`config.mk`:
```
export PLATFORM = sky130hd
export DESIGN_NAME = rr_mux_arbiter_flat
export DESIGN_NICKNAME = d
export VERILOG_FILES = /design/src/rtl/rr_mux_arbiter_if.sv /design/src/rtl/rr_mux_arbiter.sv /design/src/flat_wrapper.sv
export SDC_FILE = /design/constraint.sdc
export NUM_CORES = 1
export LEC_CHECK = 0
export ABC_AREA = 1
export BUFFER_PORTS_ARGS = -buffer_cell sky130_fd_sc_hd__clkbuf_2
export CORE_AREA = 5 5 57 59
export DETAILED_ROUTE_END_ITERATION = 8
export DIE_AREA = 0 0 62 64
export GPL_TIMING_DRIVEN = 0
export PLACE_DENSITY = 0.83
export SKIP_LAST_GASP = 1
export SYNTH_ARGS = -nofsm -noshare
export SYNTH_HDL_FRONTEND = slang
export SYNTH_SLANG_ARGS = --single-unit
```
`constraint.sdc`:
```
create_clock -name clk -period 2.2 [get_ports clk]
set_input_delay 0.44 -clock clk [delete_from_list [all_inputs] [get_ports clk]]
set_output_delay 0.44 -clock clk [all_outputs]
set_load 0.02 [all_outputs]
```
`src/rtl/rr_mux_arbiter_if.sv`:
```
// Bus bundle for rr_mux_arbiter: the four request/data lanes, the downstream handshake,
// and the registered grant/select observation outputs.
//   req        4        per-requester request, bit k = requester k
//   din        4*DW     packed data lanes, lane k = din[k*DW +: DW]
//   out_ready  1        downstream accepts the current word
//   out_valid  1        dout holds a word from the granted requester
//   dout       DW       selected lane
//   sel        2        registered mux select (granted requester index)
//   gnt        4        registered one-hot grant, zero when idle
// master drives requests/data/ready; slave is the arbiter.
interface rr_mux_arbiter_if #(
  parameter int unsigned DW = 8
);
  logic [3:0]      req;
  logic [4*DW-1:0] din;
  logic            out_ready;
  logic            out_valid;
  logic [DW-1:0]   dout;
  logic [1:0]      sel;
  logic [3:0]      gnt;

  modport master (
    output req, din, out_ready,
    input  out_valid, dout, sel, gnt
  );

  modport slave (
    input  req, din, out_ready,
    output out_valid, dout, sel, gnt
  );
endinterface

```
`src/rtl/rr_mux_arbiter.sv`:
```
// Round-robin 4:1 arbiter with data mux and bounded bursts.
// An idle cycle arbitrates among requesters starting at the priority pointer; the winner holds
// the grant for up to BURST accepted words, or until it drops its request, after which the
// pointer moves past it and the arbiter returns to idle for one cycle before re-arbitrating.
//   clk  1  clock, rising edge
//   rst  1  synchronous active-high reset
//   bus  rr_mux_arbiter_if.slave (req, din, out_ready in; out_valid, dout, sel, gnt out)
module rr_mux_arbiter #(
  parameter int unsigned DW    = 8,
  parameter int unsigned BURST = 4
) (
  input logic            clk,
  input logic            rst,
  rr_mux_arbiter_if.slave bus
);

  typedef enum logic {StIdle, StBusy} state_e;

  localparam logic [3:0] LastCnt = 4'(BURST - 1);

  state_e     state_q, state_d;
  logic [1:0] sel_q, sel_d;
  logic [3:0] gnt_q, gnt_d;
  logic [1:0] ptr_q, ptr_d;
  logic [3:0] cnt_q, cnt_d;

  logic [1:0] win;
  logic [1:0] cand;
  logic       found;
  logic       owner_req;

  // First requester at or after the pointer, wrapping modulo 4.
  always_comb begin
    win   = ptr_q;
    cand  = ptr_q;
    found = 1'b0;
    for (int i = 0; i < 4; i++) begin
      cand = ptr_q + 2'(i);
      if (!found && bus.req[cand]) begin
        win   = cand;
        found = 1'b1;
      end
    end
  end

  assign owner_req = bus.req[sel_q];

  always_comb begin
    state_d = state_q;
    sel_d   = sel_q;
    gnt_d   = gnt_q;
    ptr_d   = ptr_q;
    cnt_d   = cnt_q;
    case (state_q)
      StIdle: begin
        if (found) begin
          state_d = StBusy;
          sel_d   = win;
          gnt_d   = 4'b0001 << win;
          cnt_d   = 4'd0;
        end
      end
      StBusy: begin
        // A dropped request releases without a transfer even if out_ready is high.
        if (!owner_req || (bus.out_ready && cnt_q == LastCnt)) begin
          state_d = StIdle;
          gnt_d   = 4'd0;
          cnt_d   = 4'd0;
          ptr_d   = sel_q + 2'd1;
        end else if (bus.out_ready) begin
          cnt_d = cnt_q + 4'd1;
        end
      end
      default: begin
        state_d = StIdle;
        gnt_d   = 4'd0;
        cnt_d   = 4'd0;
      end
    endcase
  end

  always_ff @(posedge clk) begin
    if (rst) begin
      state_q <= StIdle;
      sel_q   <= 2'd0;
      gnt_q   <= 4'd0;
      ptr_q   <= 2'd0;
      cnt_q   <= 4'd0;
    end else begin
      state_q <= state_d;
      sel_q   <= sel_d;
      gnt_q   <= gnt_d;
      ptr_q   <= ptr_d;
      cnt_q   <= cnt_d;
    end
  end

  assign bus.out_valid = (state_q == StBusy) && owner_req;
  assign bus.dout      = bus.din[sel_q*DW +: DW];
  assign bus.sel       = sel_q;
  assign bus.gnt       = gnt_q;

endmodule

```
`src/flat_wrapper.sv`:
```
// flat-port wrapper written by rule: the top's interface ports become plain ports
module rr_mux_arbiter_flat 
#(
  parameter int unsigned DW    = 8,
  parameter int unsigned BURST = 4
)
  (clk, rst, bus_req, bus_din, bus_out_ready, bus_out_valid, bus_dout, bus_sel, bus_gnt);
  rr_mux_arbiter_if #(.DW(DW)) bus_i ();
  input logic clk;
  input logic rst;
  input wire logic [$bits(bus_i.req)-1:0] bus_req;
  input wire logic [$bits(bus_i.din)-1:0] bus_din;
  input wire logic [$bits(bus_i.out_ready)-1:0] bus_out_ready;
  output wire logic [$bits(bus_i.out_valid)-1:0] bus_out_valid;
  output wire logic [$bits(bus_i.dout)-1:0] bus_dout;
  output wire logic [$bits(bus_i.sel)-1:0] bus_sel;
  output wire logic [$bits(bus_i.gnt)-1:0] bus_gnt;
  assign bus_i.req = bus_req;
  assign bus_i.din = bus_din;
  assign bus_i.out_ready = bus_out_ready;
  assign bus_out_valid = bus_i.out_valid;
  assign bus_dout = bus_i.dout;
  assign bus_sel = bus_i.sel;
  assign bus_gnt = bus_i.gnt;
  rr_mux_arbiter #(.DW(DW), .BURST(BURST)) u_core (.clk(clk), .rst(rst), .bus(bus_i));
endmodule
```
After elaboration in Yosys (flattened, before gate mapping). Index checks and enable logic that the tools add are counted.

Bits in registers: 13. Bits of input ports: 39. Output and inout bits: 15.

$add $sub $neg: 5. $lt $le $gt $ge: 5. Equal/unequal tests: 4. Shift operators: 2. Muxes and demuxes: 27. Bitwise operators: 1. Reduce and logical (&&, ||, !) cells: 14.

Operator list (count): indexed part select 32 x 6 -> 8 bit (1); two-way mux 4 bit (5); one-hot mux 4 bit (2 select lines) (2); < comparator 2 x 3 -> 1 bit (second input constant) (5); two-way mux 1 bit (11); binary-select mux 1 bit (select 2 bit) (5); AND reduction 2 bit (4); two-way mux 2 bit (3); logical AND 1 bit (5); adder 2 x 1 -> 2 bit (second input constant) (2); adder 2 bit (second input constant) (2); adder 4 x 1 -> 4 bit (second input constant) (1); equality test 4 x 2 -> 1 bit (second input constant) (1); zero test 1 bit (4); left shift 1 x 2 -> 4 bit (first input constant) (1); inequality test 3 bit (second input constant) (1); inequality test 2 x 1 -> 1 bit (second input constant) (1); inequality test 2 bit (second input constant) (1); one-hot mux 1 bit (2 select lines) (1); logical OR 1 bit (1); inverter 1 bit (1).

Depth between registers and ports, before layout. Gate-level depths: netlist of the first run.

Depth in word-level cells: 15. Gate-level depth with buffers: 14. Mapped depth without buffers: 13.

Worst setup path after synthesis of the first run. Ideal clock, no wire load.

Kind: flip-flop to output port. Start: register u_core.sel_q[0] (netlist: u_core.bus.sel[0]). End: output port bus_dout[0]. Arrival time: 1.469 ns. Data required time: 1.760 ns. Path slack: 0.291 ns. Stages on the path, launching flop included: 5. Cell sequence: dfxtp_1 -> buf_2 -> buf_1 -> o21ai_0 -> o22ai_1.

Longest elaborated chain between the ends: 1.

Ends and longest elaborated chain: start: declaration (line rr_mux_arbiter.sv:22) `logic [1:0] sel_q, sel_d;`; start signal: assignment (line rr_mux_arbiter.sv:91) `sel_q <= sel_d;`; indexed part select 32 x 6 -> 8 bit (line rr_mux_arbiter.sv:99) `assign bus.dout = bus.din[sel_q*DW +: DW];`; end: declaration (line flat_wrapper.sv:15) `output wire logic [$bits(bus_i.dout)-1:0] bus_dout;`.

No other way between the ends.

Worst setup path after layout of the first run.
Start: register u_core.sel_q[0] (netlist: u_core.bus.sel[0]). End: output port bus_dout[2].

Same word-level chain as after synthesis.

==> impl_metrics.toml, run 1 <==
[synthesis]
synth_top_flop_cell = "dfxtp_1"
synth_area_um2 = 1329
synth_area_leader_cell = "dfxtp_1"
syn_area_per_cell_um2 = 6.152
ys_top_cells_by_area = "dfxtp_1, nand2_1, o21ai_0, nand3_1, nor2_1"
synthTopCellsByCount = "nand2_1, nor2_1, o21ai_0"
yosys_warnings = 0
yosysSeqAreaShare_pct = 19.59
synthArstFlopShare_pct = 0
syn_inst = 216
synth_top_area_share_pct = 19.59
synth.most_common_cell = "nand2_1"
synth_cell_types = 30
syn_nets = 256
ys_ff_latch = 13
synth_edf_count = 0

[power]
irDropWorstVdd_mv = 0.7728
seq_power_share_pct = 16.1
leakage_nw = 0.8536
pwr-share-comb_pct = 77.3
p_clk_share_pct = 6.6
swShare_pct = 57.75
pwr_density_cell_nw_per_um2 = 1372
p_int_uw = 954.3
power.switching_mw = 1.304

[grt]
grt_pass1_vias = 1365
grt_max_degree = 20
grt_overflow_total = 0
track_usage_pct = 18.24
grt_pass1_wl_um = 5809
grt_antenna_before_repair = 0

[floorplanning]
die_h_um = 64
coreArea_um2 = 2663
die_x_um = 62
num_rows = 19
dieArea_um2 = 3968
start_util_pct = 49.91
ios = 54

[routing]
via_per_inst = 4.990
num_vias = 1502
drc_errors = 0
drt_iter0_markers = 80
ant_nets = 0
wl_per_cell_um = 10.83
wl_um = 3259
dr.pass1.iters = 4

[timing]
fmax_ghz = 0.5182
slew_headroom_pct = 69.25
rsz0062_at_grt = "false"
finalMaxSlewViolations = 0
hold_violations = 0
finalCritPeriodShare_pct = 87.72
tns_ps = 0
skew_ps = 5.971
setup_viol = 0
worstMarginPinSlew_ps = 460.8
min_period_ps = 1930
whs_ps = 351.6

[setup_path]
critical_path_class = "reg2out"
arrival_ps = 1490
crit_slowest_cell = "dfxtp_1"
critPathLaunchType = "register"
worst_setup_path_end_kind = "output pin"
worstPathCellList = "buf_2 -> o21ai_0 -> o22ai_1 -> clkbuf_2"
crit_fanout = 19
crit_required_ps = 1760
slowest_delay_ps = 390

[placement]
dp_hpwl_um = 2712
numPortBuffers = 52
routabilityCongestion = 0.8926
dpl.cell_count = 299
place_area_um2 = 1628

[finish]
stdcell_area_um2 = 1647
diodes = 0
final_nets = 311
final_cells = 301
area_growth_pct = 23.92
drive_gt1_share_pct = 35.93

[min_path]
hold_class = "in2reg"

[status]
outcome = "completed"

[clocking]
cts.clk_slew.worst_paths_ps = 80
cts.sinks = 13
cts_made_buffers = 3
clock_path_buffers = 2
cts.htree.levels = 1
post_cts_buffers = 0
cts_root_buffer = "clkbuf_4"
ctsResizeCount = 0
postCtsHoldBufs = 0
clk_latency_ps = 280
cts_tree = "built"

[run]
drv_cap = 0
-- final cells by class --
cell class	instances	area (um^2)
Tap cell	31	38.79
Timing Repair Buffer	52	260.3
Fill cell	259	1016
Inverter	22	85.08
Sequential cell	13	260.3
Clock buffer	4	26.28
Multi-Input combinational cell	173	928.4
Buffer	6	47.55
-- power by group through the flow --
stage	logic [mW]	registers [mW]	clock network (mW)
3_3_place_gp	1.76	0.365	0
2_1_floorplan	1.33	0.412	0
6_report	1.75	0.363	0.148
5_1_grt	1.97	0.379	0.163
4_1_cts	1.77	0.364	0.151
3_5_place_dp	1.77	0.369	0
-- metrics by stage --
step / power, mW / worst slack [ps] / utilization [%]
final: 2.259 / 270.1 / 61.84
after global routing: 2.508 / 94.58 / 61.84
after CTS: 2.282 / 95.00 / 61.98
after detailed placement: 2.141 / 283.6 / 61.14
after global placement: 2.123 / 298.2 / 61.14
after floorplan: 1.741 / 291.4 / -
-- what timing repair did --
action                     in CTS  in global routing
setup endpoints to repair       1                  8
pin swaps                       0                  0
cloned                          0                  0
-- worst max-delay path: cells and delay by family, from the launching register on --
family | cells | cell delay (ps)
compound gates | 2 | 310
buf+inv | 2 | 510
flops | 1 | 390
-- logic make-up (layout without fill, tap and decap cells) --
logic type,count (synthesis),in the layout,share of synthesized area (%)
adders and majority gates,1,1,0.9415
buffers and inverters,30,84,10.55
xor gates and xnor gates,1,1,0.6593
AOI/OAI and AO/OA,43,43,18.74
and+or+nand+nor,128,128,49.53
DFF,13,13,19.59
-- flip-flops by register name, summed over array words and instances (netlist names) --
name / cells
u_core.cnt_q: 4
u_core.ptr_q: 2
u_core.bus.gnt: 4
u_core.state_q: 1
u_core.bus.sel: 2
-- worst paths after layout --
check,from,endpoint,slack [ps],cells past startpoint
worst max-delay path,u_core.bus.sel[0],bus_dout[2],270,4
worst min-delay path,rst,u_core.bus.gnt[3],350,2
worst max register to register,u_core.bus.sel[0],u_core.cnt_q[1],470,11
worst min register to register,u_core.bus.gnt[2],u_core.bus.gnt[2],470,2
-- layer usage --
metal  vias up  track usage, %  wire, um
met1       644           24.30      1438
met3         6           3.219       194
met5         -               0         0
met2        38           30.44      1594
met4         0           3.183        31
li1        814               -         -
-- placed cells by master, fill, tap and decap left out, drive strengths merged --
master	synthesis	layout
buf	7	6
a21oi	12	12
clkinv	1	1
ha	1	1
xor2	1	1
nand2	80	80
dfxtp	13	13
o22ai	8	8
nand4	4	4
nor2	22	22
inv	21	21
clkbuf	1	56
o211ai	2	2
nand3	21	21
o21ai	21	21
nor3	1	1
Power figures use the tool's default switching activity.
==> run 2, diff against run 1 <==
Settings changed: CELL_PAD_IN_SITES_DETAIL_PLACEMENT set to 1, CELL_PAD_IN_SITES_GLOBAL_PLACEMENT set to 2, CORE_AREA 5 5 57 59 to 5 5 78 80, DIE_AREA 0 0 62 64 to 0 0 83 85, PLACE_DENSITY 0.83 to unset, PLACE_DENSITY_LB_ADDON set to 0.25.
==> run 2 against run 1 <==
  * Hold slack better by 47 ps
  * First-iteration DRC count decreased by 51%
  * Utilization decreased by 30 points
  * Worst setup slack worse by 68 ps
  * Clock power up 49%
  * Die area up 78%
  * Largest cell class unchanged
  * Final cell count up 14%
  * Count of clock-buffer cells in the layout unchanged
  * Sequential share of layout area shrank 0.69 points
  * Final area is 4.6% higher
  * Non-clock buffer count grew 1
==> impl_metrics.toml, run 2 (synthesis gave the netlist of run 1 again) <==
[finish]
fillers = 766
final_cell_mix = "nand2_1, clkbuf_2, nor2_1, o21ai_0, nand3_1"
stdcell_area_um2 = 1722
drive_gt1_share_pct = 36.16
area_growth_pct = 29.57
final_cells = 343
final_nets = 312
ff_latch_area_um2 = 260.3
diodes = 0
final_core_util_pct = 32.26
final_common_cell = "nand2_1"
multi_input_area_um2 = 928.4

[setup_path]
crit_fanout = 10
crit_slowest_cell = "dfxtp_1"
worstPathCellList = "inv_1 -> clkbuf_2 -> o21ai_0 -> o22ai_1 -> clkbuf_2"
worst_setup_path_end_kind = "output pin"
cp_common_cell = "clkbuf_2"
critPathLaunchType = "register"
crit_required_ps = 1760
slowest_delay_ps = 340
critical_path_class = "reg2out"
arrival_ps = 1560

[timing]
skew_ps = 2.064
finalMaxSlewViolations = 0
rsz0062_at_grt = "false"
whs_ps = 398.3
setup_viol = 0
tns_ps = 0
fin_ws_ps = 202.4
hold_violations = 0
worstMarginPinSlew_ps = 330.2
fmax_ghz = 0.5006
finalCritPeriodShare_pct = 90.80
min_period_ps = 1998
slew_headroom_pct = 77.76

[grt]
grt_antenna_before_repair = 0
grt_max_degree = 20
grt_pass1_vias = 1764
grt_pass1_wl_um = 7679
track_usage_pct = 12.87
grt_overflow_total = 0

[clocking]
post_cts_buffers = 0
clock_path_buffers = 2
cts.clk_slew.worst_paths_ps = 60
clk_latency_ps = 250
cts.sinks = 13
cts_tree = "built"
postCtsHoldBufs = 0
cts_root_buffer = "clkbuf_8"
cts.htree.levels = 1
ctsResizeCount = 0
cts_made_buffers = 3

[power]
leakage_nw = 0.8651
irDropWorstVdd_mv = 0.3589
report.power.total_mw = 2.387
pwr_density_cell_nw_per_um2 = 1386

[floorplanning]
ios = 54
dieArea_um2 = 7055
start_util_pct = 24.89
die_x_um = 83
num_rows = 27
coreArea_um2 = 5338
die_h_um = 85

[routing]
dr.pass1.iters = 4
ant_nets = 0
num_vias = 1544
via_per_inst = 4.501
wl_per_cell_um = 12.43
wl_um = 4262
drc_errors = 0
drt_iter0_markers = 39

[placement]
dp_hpwl_um = 3484
place_area_um2 = 1679
numPortBuffers = 52
dpl.cell_count = 340
routabilityCongestion = 0.7278
pre_cts_ws_ps = 173.5

[min_path]
hold_class = "in2reg"

[run]
drv_cap = 0

[status]
outcome = "completed"
==> run 2: worst paths after layout <==
kind | startpoint | endpoint | slack [ps] | depth (start not counted)
max | u_core.bus.sel[0] | bus_dout[5] | 200 | 5
max reg2reg | u_core.ptr_q[0] | u_core.bus.gnt[1] | 440 | 11
min reg2reg | u_core.bus.gnt[0] | u_core.bus.gnt[0] | 460 | 2
min | rst | u_core.bus.gnt[3] | 400 | 2
==> run 2: metal layers <==
metal	up-vias	wire length [um]	track usage, %
li1	818	-	-
met1	684	1941	14.92
met2	37	1995	23.47
met3	5	279	3.495
met4	0	46	3.120
met5	-	0	0
==> run 2: critical path, delay by kind of cell, from the launching register on <==
family / cells / cell delay, ps
flops: 1 / 340
compound gates: 2 / 240
buf+inv: 3 / 720
==> run 2: report_power, final <==
group          switching [mW]  internal [mW]  leakage (nW)
clock network          0.0923          0.128        0.0228
registers              0.0566          0.312         0.106
logic                    1.22          0.578         0.736
total                    1.37           1.02         0.865
==> run 2: cell type report <==
cell class	count	share of cell area, %
Multi-Input combinational cell	173	53.92
Sequential cell	13	15.12
Timing Repair Buffer	52	15.12
Tap cell	72	5.233
Inverter	22	4.942
Buffer	7	3.052
Clock buffer	4	2.616
==> run 3, diff against run 2 <==
Settings changed: ABC_AREA 1 to unset, CORE_AREA 5 5 78 80 to 5 5 68 70, DIE_AREA 0 0 83 85 to 0 0 73 75, TNS_END_PERCENT set to 20.
==> run 3 against run 2 <==
  * Synthesized cell count down 53%
  * Utilization up 2.7 points
  * Clock skew down 1.3 ps
  * Sequential share of layout area up 3.9 points
  * First-iteration DRC count down 79%
  * Non-clock buffer count down 3
  * Critical path depth down 2
  * Global-route usage down 0.80 points
  * Maximum frequency up 0.86%
  * Largest cell class unchanged
  * Highest routed layer unchanged
==> impl_metrics.toml, run 3 <==
[routing]
drc_errors = 0
wl_per_cell_um = 15.89
ant_nets = 0
drt_iter0_markers = 8
via_per_inst = 5.235
wl_um = 3242
dr.pass1.iters = 4
num_vias = 1068

[synthesis]
yosysSeqAreaShare_pct = 25.52
ys_ff_latch = 13
syn_inst = 102
synth_top_area_share_pct = 25.52
yosys_warnings = 0
synth_area_um2 = 1020
syn_area_per_cell_um2 = 9.997
synthArstFlopShare_pct = 0
ys_top_cells_by_area = "dfxtp_1, mux4_2, a21oi_1, a32o_1, mux4_1"
synth_edf_count = 0
syn_nets = 142
synth.most_common_cell = "dfxtp_1"
synth_cell_types = 46
synth_top_flop_cell = "dfxtp_1"
synth_area_leader_cell = "dfxtp_1"
synthTopCellsByCount = "dfxtp_1, a21oi_1, mux4_2"

[timing]
tns_ps = 0
slew_headroom_pct = 74.06
setup_viol = 0
rsz0062_at_grt = "false"
min_period_ps = 1981
worstMarginPinSlew_ps = 387.6
fmax_ghz = 0.5049
finalCritPeriodShare_pct = 90.03
whs_ps = 474.8
finalMaxSlewViolations = 0
hold_violations = 0
skew_ps = 0.7250

[placement]
dpl.cell_count = 201
dp_hpwl_um = 2719
numPortBuffers = 49
routabilityCongestion = 0.7963

[setup_path]
arrival_ps = 1540
critical_path_class = "reg2out"
critPathLaunchType = "register"
worst_setup_path_end_kind = "output pin"
crit_required_ps = 1760
crit_fanout = 14

[clocking]
cts.clk_slew.worst_paths_ps = 60
clock_path_buffers = 2
clk_latency_ps = 240
cts_made_buffers = 3
cts_root_buffer = "clkbuf_8"
cts.htree.levels = 1
post_cts_buffers = 0
cts_tree = "built"
cts.sinks = 13
postCtsHoldBufs = 0
ctsResizeCount = 1

[power]
p_clk_share_pct = 28.0
swShare_pct = 32.88
irDropWorstVdd_mv = 0.3151
seq_power_share_pct = 35.5
leakage_nw = 0.5603
report.power.total_uw = 757.6
p_int_uw = 508.5
power.switching_uw = 249.1
pwr-share-comb_pct = 36.5
pwr_density_cell_nw_per_um2 = 553.5

[finish]
diodes = 0
area_growth_pct = 34.23
final_cells = 204
final_cell_mix = "clkbuf_2, dfxtp_1, mux4_2, a21oi_1"
final_common_cell = "clkbuf_2"
fillers = 480
final_nets = 195
drive_gt1_share_pct = 48.05

[status]
outcome = "completed"

[floorplanning]
dieArea_um2 = 5475
ios = 54
start_util_pct = 26.05
die_h_um = 75
num_rows = 23
die_x_um = 73
coreArea_um2 = 3914

[grt]
grt_pass1_vias = 1129
grt_antenna_before_repair = 0
grt_max_degree = 15
grt_overflow_total = 0
grt_pass1_wl_um = 5216
track_usage_pct = 12.07

[run]
drv_cap = 0

[min_path]
hold_class = "reg2reg"
-- run 3: power groups by stage --
stage	logic, mW	registers (mW)	clock network, mW
after detailed placement	0.281	0.275	0
after global placement	0.274	0.273	0
final	0.276	0.269	0.212
after CTS	0.281	0.270	0.221
after global routing	0.302	0.273	0.233
after floorplan	0.180	0.280	0
-- run 3: path summary, 6_finish.rpt --
check                          from           endpoint  slack, ps  depth (start not counted)
setup / recovery  u_core.bus.sel[0]        bus_dout[1]        220                          3
hold / removal    u_core.bus.gnt[3]  u_core.bus.gnt[3]        470                          1
setup reg to reg  u_core.bus.sel[0]    u_core.cnt_q[3]        460                          5
hold reg to reg   u_core.bus.gnt[3]  u_core.bus.gnt[3]        470                          1
-- run 3: final cells by class --
class | instances | area [um^2] | share of cell area (%)
plain buffers | 7 | 47.55 | 3.473
clock buffers | 4 | 45.04 | 3.291
inverters | 4 | 15.01 | 1.097
multi-input cells | 77 | 693.2 | 50.64
flip-flops and latches | 13 | 260.3 | 19.01
well taps | 50 | 62.56 | 4.570
repair buffers | 49 | 245.2 | 17.92
-- run 3: kinds of logic after synthesis --
kind of cell	synth area share, %
flops	25.52
fa+ha+maj	1.227
xor+xnor	0.8591
simple gates	17.42
mux	22.58
buf+inv	6.502
compound gates	25.89
-- run 3: worst max-delay path: stages, from the launching register on --
cell and delay (ps):
dfxtp_1 340, buf_6 210, mux4_1 570, clkbuf_2 180
-- run 3: metrics by stage --
stage | util [%] | area [um^2] | worst slack (ps)
after CTS | 34.97 | 1369 | 177.2
after detailed placement | 33.92 | 1328 | 244.2
final | 34.97 | 1369 | 219.4
after floorplan | - | 1020 | 304.6
after global routing | 34.97 | 1369 | 107.6
after global placement | 33.92 | 1328 | 275.4
-- run 3: layer usage --
| layer | up-vias | GRT usage, % | part of all wire [%] |
|---|---|---|---|
| li1 | 513 | - | - |
| met1 | 501 | 13.27 | 40 |
| met2 | 52 | 22.05 | 46 |
| met3 | 2 | 4.272 | 13 |
| met4 | 0 | 3.074 | 0.31 |
| met5 | - | 0 | 0 |
